`src/rtl/vga_timing_pattern_gen.sv`:
```
// vga_timing_pattern_gen
//   Raster timing generator for VGA/LCD sinks with a built-in test-pattern
//   source. Two counters (h, v) sweep the blanking-inclusive raster; every
//   output is registered from the counter value of the previous cycle.
//
// Ports
//   pixel_clk      pixel clock, all logic on its rising edge
//   pixel_rst      synchronous reset, active-high
//   mode_i         pattern select: 0 black, 1 colour bars, 2 grid, 3 external
//   ext_rgb_i      external pixel {R,G,B}, sampled the edge after ext_req_o
//   ext_req_o      request for the pixel shown on pix_x_o/pix_y_o next cycle
//   hs_o, vs_o     sync outputs, active level HS_POL / VS_POL
//   de_o           data enable, high in the active area
//   pix_x_o/_y_o   coordinates of the pixel currently presented
//   rgb_o          pixel colour {R[7:0],G[7:0],B[7:0]}, zero outside active
//   frame_start_o  one-cycle pulse together with pixel (0,0)
//   frame_cnt_o    frames started since reset, wraps at 2^16
module vga_timing_pattern_gen #(
    parameter int unsigned HDISP  = 800,
    parameter int unsigned VDISP  = 480,
    parameter int unsigned HFP    = 40,
    parameter int unsigned HPULSE = 48,
    parameter int unsigned HBP    = 40,
    parameter int unsigned VFP    = 12,
    parameter int unsigned VPULSE = 3,
    parameter int unsigned VBP    = 40,
    parameter bit          HS_POL = 1'b0,
    parameter bit          VS_POL = 1'b0,
    localparam int unsigned HTOTAL = HDISP + HFP + HPULSE + HBP,
    localparam int unsigned VTOTAL = VDISP + VFP + VPULSE + VBP,
    localparam int unsigned HW     = $clog2(HTOTAL),
    localparam int unsigned VW     = $clog2(VTOTAL)
) (
    input  logic          pixel_clk,
    input  logic          pixel_rst,
    input  logic [1:0]    mode_i,
    input  logic [23:0]   ext_rgb_i,
    output logic          ext_req_o,
    output logic          hs_o,
    output logic          vs_o,
    output logic          de_o,
    output logic [HW-1:0] pix_x_o,
    output logic [VW-1:0] pix_y_o,
    output logic [23:0]   rgb_o,
    output logic          frame_start_o,
    output logic [15:0]   frame_cnt_o
);

    typedef enum logic [1:0] {
        MODE_BLACK = 2'd0,
        MODE_BARS  = 2'd1,
        MODE_GRID  = 2'd2,
        MODE_EXT   = 2'd3
    } mode_e;

    localparam logic [HW-1:0] H_LAST       = HW'(HTOTAL - 1);
    localparam logic [HW-1:0] H_DISP       = HW'(HDISP);
    localparam logic [HW-1:0] H_DISP_LAST  = HW'(HDISP - 1);
    localparam logic [HW-1:0] H_SYNC_FIRST = HW'(HDISP + HFP);
    localparam logic [HW-1:0] H_SYNC_LAST  = HW'(HDISP + HFP + HPULSE - 1);
    localparam logic [VW-1:0] V_LAST       = VW'(VTOTAL - 1);
    localparam logic [VW-1:0] V_DISP       = VW'(VDISP);
    localparam logic [VW-1:0] V_DISP_LAST  = VW'(VDISP - 1);
    localparam logic [VW-1:0] V_SYNC_FIRST = VW'(VDISP + VFP);
    localparam logic [VW-1:0] V_SYNC_LAST  = VW'(VDISP + VFP + VPULSE - 1);

    logic [HW-1:0] h_q, h_d;
    logic [VW-1:0] v_q, v_d;
    mode_e         mode_q, mode_d;
    logic          started_q, started_d;
    logic          ext_req_q, ext_req_d;
    logic          hs_q, hs_d;
    logic          vs_q, vs_d;
    logic          de_q, de_d;
    logic [HW-1:0] pix_x_q, pix_x_d;
    logic [VW-1:0] pix_y_q, pix_y_d;
    logic [23:0]   rgb_q, rgb_d;
    logic          frame_start_q, frame_start_d;
    logic [15:0]   frame_cnt_q, frame_cnt_d;

    logic          h_end;
    logic          v_end;
    logic          origin;
    logic          active;
    logic          grid_line;
    logic [2:0]    bar;

    always_comb begin
        h_end  = (h_q == H_LAST);
        v_end  = (v_q == V_LAST);
        origin = (h_q == '0) && (v_q == '0);
        active = (h_q < H_DISP) && (v_q < V_DISP);

        h_d = h_end ? '0 : h_q + 1'b1;
        v_d = v_q;
        if (h_end) begin
            v_d = v_end ? '0 : v_q + 1'b1;
        end

        // Shadow mode only changes on the last raster position, so the new
        // pattern starts exactly with the next frame's pixel (0,0).
        mode_d = (h_end && v_end) ? mode_e'(mode_i) : mode_q;

        // Request is registered from the next counter value, so it is high in
        // the same cycle the counter sits on an active pixel.
        ext_req_d = (mode_d == MODE_EXT) && (h_d < H_DISP) && (v_d < V_DISP);

        hs_d = (h_q >= H_SYNC_FIRST && h_q <= H_SYNC_LAST) ? HS_POL : ~HS_POL;
        vs_d = (v_q >= V_SYNC_FIRST && v_q <= V_SYNC_LAST) ? VS_POL : ~VS_POL;
        de_d          = active;
        pix_x_d       = h_q;
        pix_y_d       = v_q;
        frame_start_d = origin;

        // The first frame after reset reports 0; each later frame start adds 1.
        started_d   = started_q | origin;
        frame_cnt_d = frame_cnt_q;
        if (origin) begin
            frame_cnt_d = frame_cnt_q + 16'(started_q);
        end

        // Bar index = floor(x*8/HDISP), found by comparing against boundaries.
        bar = '0;
        for (int unsigned k = 1; k < 8; k++) begin
            if ({h_q, 3'b000} >= (HW + 3)'(k * HDISP)) begin
                bar = 3'(k);
            end
        end

        grid_line = (h_q[3:0] == 4'h0) || (v_q[3:0] == 4'h0) ||
                    (h_q == H_DISP_LAST) || (v_q == V_DISP_LAST);

        rgb_d = '0;
        if (active) begin
            unique case (mode_q)
                MODE_BLACK: rgb_d = '0;
                // Bar order white..black maps to R=~b[1], G=~b[2], B=~b[0].
                MODE_BARS:  rgb_d = {{8{~bar[1]}}, {8{~bar[2]}}, {8{~bar[0]}}};
                MODE_GRID:  rgb_d = grid_line ? '1 : '0;
                MODE_EXT:   rgb_d = ext_rgb_i;
            endcase
        end
    end

    always_ff @(posedge pixel_clk) begin
        if (pixel_rst) begin
            h_q           <= '0;
            v_q           <= '0;
            mode_q        <= MODE_BLACK;
            started_q     <= 1'b0;
            ext_req_q     <= 1'b0;
            hs_q          <= ~HS_POL;
            vs_q          <= ~VS_POL;
            de_q          <= 1'b0;
            pix_x_q       <= '0;
            pix_y_q       <= '0;
            rgb_q         <= '0;
            frame_start_q <= 1'b0;
            frame_cnt_q   <= '0;
        end else begin
            h_q           <= h_d;
            v_q           <= v_d;
            mode_q        <= mode_d;
            started_q     <= started_d;
            ext_req_q     <= ext_req_d;
            hs_q          <= hs_d;
            vs_q          <= vs_d;
            de_q          <= de_d;
            pix_x_q       <= pix_x_d;
            pix_y_q       <= pix_y_d;
            rgb_q         <= rgb_d;
            frame_start_q <= frame_start_d;
            frame_cnt_q   <= frame_cnt_d;
        end
    end

    assign ext_req_o     = ext_req_q;
    assign hs_o          = hs_q;
    assign vs_o          = vs_q;
    assign de_o          = de_q;
    assign pix_x_o       = pix_x_q;
    assign pix_y_o       = pix_y_q;
    assign rgb_o         = rgb_q;
    assign frame_start_o = frame_start_q;
    assign frame_cnt_o   = frame_cnt_q;

endmodule

```
`config.mk`:
```
export PLATFORM = sky130hd
export DESIGN_NAME = vga_timing_pattern_gen
export DESIGN_NICKNAME = d
export VERILOG_FILES = /design/src/rtl/vga_timing_pattern_gen.sv
export SDC_FILE = /design/constraint.sdc
export NUM_CORES = 1
export LEC_CHECK = 0
export ABC_AREA = 1
export BUFFER_PORTS_ARGS = -buffer_cell sky130_fd_sc_hd__buf_4
export CAP_MARGIN = 20
export CORE_UTILIZATION = 35
export DETAILED_ROUTE_END_ITERATION = 10
export REMOVE_ABC_BUFFERS = 1
export SYNTH_ARGS = -nofsm -noshare
export SYNTH_HDL_FRONTEND = slang
export SYNTH_SLANG_ARGS = --single-unit
```
`constraint.sdc`:
```
create_clock -name pixel_clk -period 2.9 [get_ports pixel_clk]
set_clock_uncertainty 0.2 [all_clocks]
set_input_delay 0.435 -clock pixel_clk [delete_from_list [all_inputs] [get_ports pixel_clk]]
set_output_delay 0.435 -clock pixel_clk [all_outputs]
set_load 0.05 [all_outputs]
```
==> impl_metrics.csv <==
group,metric,value,unit
critical_path,crit_slowest_cell,"dfxtp_1",
power,finalPower,0.00254,W
critical_path,cp_common_cell,"nand3_1",
floorplan,core.rowCount,38,
critical_path,cp-end-kind,"flop",
route,first_pass_iters,5,
power,power_frac_comb,0.054,
sta,finalWorstPathRequiredPeriod,2290,ps
floorplan,die_w,109,um
sta,timing.slew.headroom,0.559,
sta,finalSetupViolations,0,
route,dr_total_vias,3872,
placement,hpwl,8200,um
global_routing,grt_pass1_wl,16800,um
global_routing,top_usage_layer,"met2",
critical_path,setup.reg_to_reg.worst_slack,610,ps
clock_tree,cts_made_buffers,9,
sta,grt_setup_unrepaired,"false",
floorplan,io_pins,93,
placement,post_place_setup_slack,585,ps
global_routing,grtUsageMet3,0.0299,
global_routing,grt.total_usage,0.183,
critical_path,cp_data_required_time,2890,ps
logic_synthesis,yosysUniqueCellTypes,34,
logic_synthesis,yosysSeqAreaShare,0.441,
clock_tree,tritoncts,"built",
route,wl,10700,um
final_layout,net_count_final,693,
critical_path,reg2reg_to,"frame_cnt_o[4]",
logic_synthesis,synthTopCellsByArea,"dfxtp_1 (44%), nand2_1 (13%), nor2_1 (9.0%)",
placement,gpl.final_weighted_congestion,0.895,
critical_path,crit-reg2reg-launch,"pix_y_d[0]",
global_routing,antenna_found_initial,0,
critical_path,critPathMaxStageDelay,350,ps
route,post_drt_via_cell_ratio,4.82,
critical_path,setup.worst_path.start,"pix_y_d[0]",
global_routing,grt_util_met2,0.322,
min_path,min_delay_path_depth,3,
global_routing,use_met1,0.219,
logic_synthesis,post-synth-top-area-fraction,0.441,
power,internal_power,0.00196,W
sta,final_min_period_over_clock_period,0.790,
power,power.share.clock,0.462,
placement,numPlacedInstances,787,
sta,hold_viol,0,
critical_path,critical_path.cell_chain,"inv_1 > ha_1 > nand3_1 > nor2_1 > nand3_1 > nor3_1 > buf_4 > clkinv_1 > nand2_1 > a21oi_1",
power,p_switching,0.000576,W
clock_tree,cts_htree_levels,3,
placement,place.port_buffers,92,
logic_synthesis,syn_avg_cell_area,7.03,um^2
clock_tree,root_buffer,"clkbuf_16",
min_path,hold_class,"in -> reg",
critical_path,worst_r2r_path_depth,10,
power,seqPwrFrac,0.483,
critical_path,worst-setup-path-type,"reg -> reg",
sta,finalMaxSlewViolations,0,
logic_synthesis,syn_area,0.00399,mm^2
logic_synthesis,ys_ff_latch,88,
final_layout,antenna_cells,0,
clock_tree,clk-insertion-delay-late,340,ps
floorplan,floorplan.initialDensity,0.364,
clock_tree,ctsLongestPathBuffers,2,
min_path,min-delay-start,"ext_rgb_i[23]",
sta,setup_tns,0,ps
min_path,hold-path-endpoint,"rgb_o[23]",
run,drv_cap,0,
clock_tree,post_cts_hold_buffer_count,0,
route,drt-initial-drc-count,211,
outcome,outcome,"finished, final reports clean",
critical_path,timing.critical_path.fanout_max,11,
clock_tree,cts.reportedPaths.clkPinSlew,60,ps
final_layout,layout.cells.non_filler,803,
sta,top_achievable_clock_speed,0.436,GHz
clock_tree,cts.sinks,88,
critical_path,start_kind,"flop",
logic_synthesis,syn_warnings,0,
final_layout,layout.filler_cells,1123,
logic_synthesis,cell_type_contributing_the_most_total_cell_area_after_synthesis,"dfxtp_1",
route,ant_nets,0,
route,wl_per_cell,13.3,um
final_layout,proportion_of_layout_cells_with_a_drive_suffix_above_1,0.179,
global_routing,overflow,0,
power,power_per_cell_area,500,mW/mm^2
floorplan,design.die.area,0.0118,mm^2
route,remaining_drc_errors,0,
power,fraction_of_power_spent_switching_nets,0.227,
sta,timing_worst_slew_pin_value,657,ps
power,worst_ir_drop_vdd,0.000319,V
critical_path,worst-endpoint-arrival,2290,ps
global_routing,grt_start_max_net_pins,51,
floorplan,coreArea,0.0110,mm^2
power,power.leakage,2.36,nW
clock_tree,post_cts_resized,0,
global_routing,grt_pass1_vias,3578,
logic_synthesis,postSynthCellCount,568,
floorplan,fp.dieH,109,um
final_layout,area_growth,27.3,%
sta,setup_ws,608,ps
clock_tree,cts_post_setup_buffers_inserted,0,
[power groups by stage]
stage	Clock (W)	Sequential [W]	Combinational (W)
after floorplan	0	0.00128	0.0000440
after global placement	0	0.00125	0.000139
after detailed placement	0	0.00126	0.000139
after CTS	0.00120	0.00123	0.000139
after global routing	0.00127	0.00123	0.000151
final	0.00117	0.00123	0.000138
[worst max-delay path by stage]
stage                      end
2_1_floorplan  frame_cnt_o[12]
6_report        frame_cnt_o[4]
3_5_place_dp    frame_cnt_o[0]
5_1_grt         frame_cnt_o[4]
3_3_place_gp    frame_cnt_o[1]
4_1_cts        frame_cnt_o[11]
[cell type report]
class | instances | area [um^2] | area share
tap | 140 | 175 | 0.0345
clock buffer | 10 | 239 | 0.0470
timing repair buffer | 93 | 698 | 0.137
sequential | 88 | 1760 | 0.347
clock inverter | 6 | 67.6 | 0.0133
multi-input combinational | 394 | 1870 | 0.368
inverter | 72 | 272 | 0.0534
[synth_stat cells (all sizes together)]
library cell,n
nand2,135
nor2,99
dfxtp,88
inv,70
a21oi,51
nand3,38
nor3,17
o21ai,13
nand4,11
xor2,11
buf,8
ha,7
clkbuf,6
xnor2,4
clkinv,2
nor4,2
o21a,2
a31oi,1
and3,1
nor3b,1
o22ai,1
[cells in the final DEF (no fill, tap or decap), types with 7 or more instances in the layout]
cell | netlist | layout
dfxtp_1 | 88 | 88
clkbuf_16 | 0 | 9
ha_1 | 7 | 7
a21oi_1 | 50 | 50
xor2_1 | 11 | 11
buf_4 | 1 | 93
nand3_1 | 38 | 38
nand4_1 | 11 | 11
nor2_1 | 96 | 96
inv_1 | 69 | 69
nor3_1 | 17 | 17
nand2_1 | 133 | 133
o21ai_0 | 11 | 11
[registers in the layout, summed over array words and instances, names as in the netlist]
| name | cells |
|---|---|
| h_q | 10 |
| frame_cnt_o | 16 |
| rgb_o | 24 |
| de_o | 1 |
| pix_x_o | 10 |
| mode_q | 2 |
| ext_req_o | 1 |
| frame_start_o | 1 |
| hs_o | 1 |
| vs_o | 1 |
| pix_y_o | 10 |
| started_q | 1 |
| pix_y_d | 10 |
[logic make-up (layout without fill, tap and decap cells)]
logic type | Yosys count | after routing | share of synthesized area
AND/OR/NAND/NOR | 304 | 304 | 0.322
flip-flops | 88 | 88 | 0.441
buffers and inverters | 86 | 181 | 0.0909
AO/OA/AOI/OAI | 68 | 68 | 0.0909
XOR/XNOR | 15 | 15 | 0.0329
adder cells (fa/ha/maj) | 7 | 7 | 0.0219
[worst max-delay path: cells and delay by family, from the launching register on]
family	cells	cell delay, ps
buffers and inverters	3	680
and+or+nand+nor	5	630
DFF	1	350
adders and majority gates	1	220
AOI/OAI and AO/OA	1	70
[through the flow]
stage               utilization  hold slack [ps]  cell area (um^2)
floorplan                     -              230              3900
global placement          0.435              244              4770
detailed placement        0.435              249              4770
CTS                       0.463              163              5080
global route              0.463              164              5080
finish                    0.463              166              5080
[routing by layer]
metal	part of all wire	routed length, um	up-vias
met5	0	0	-
met4	0.020	210	0
met3	0.047	506	16
met2	0.49	5260	107
met1	0.44	4710	1767
li1	-	-	1982
Note: power is estimated with default switching activity, not from simulation.
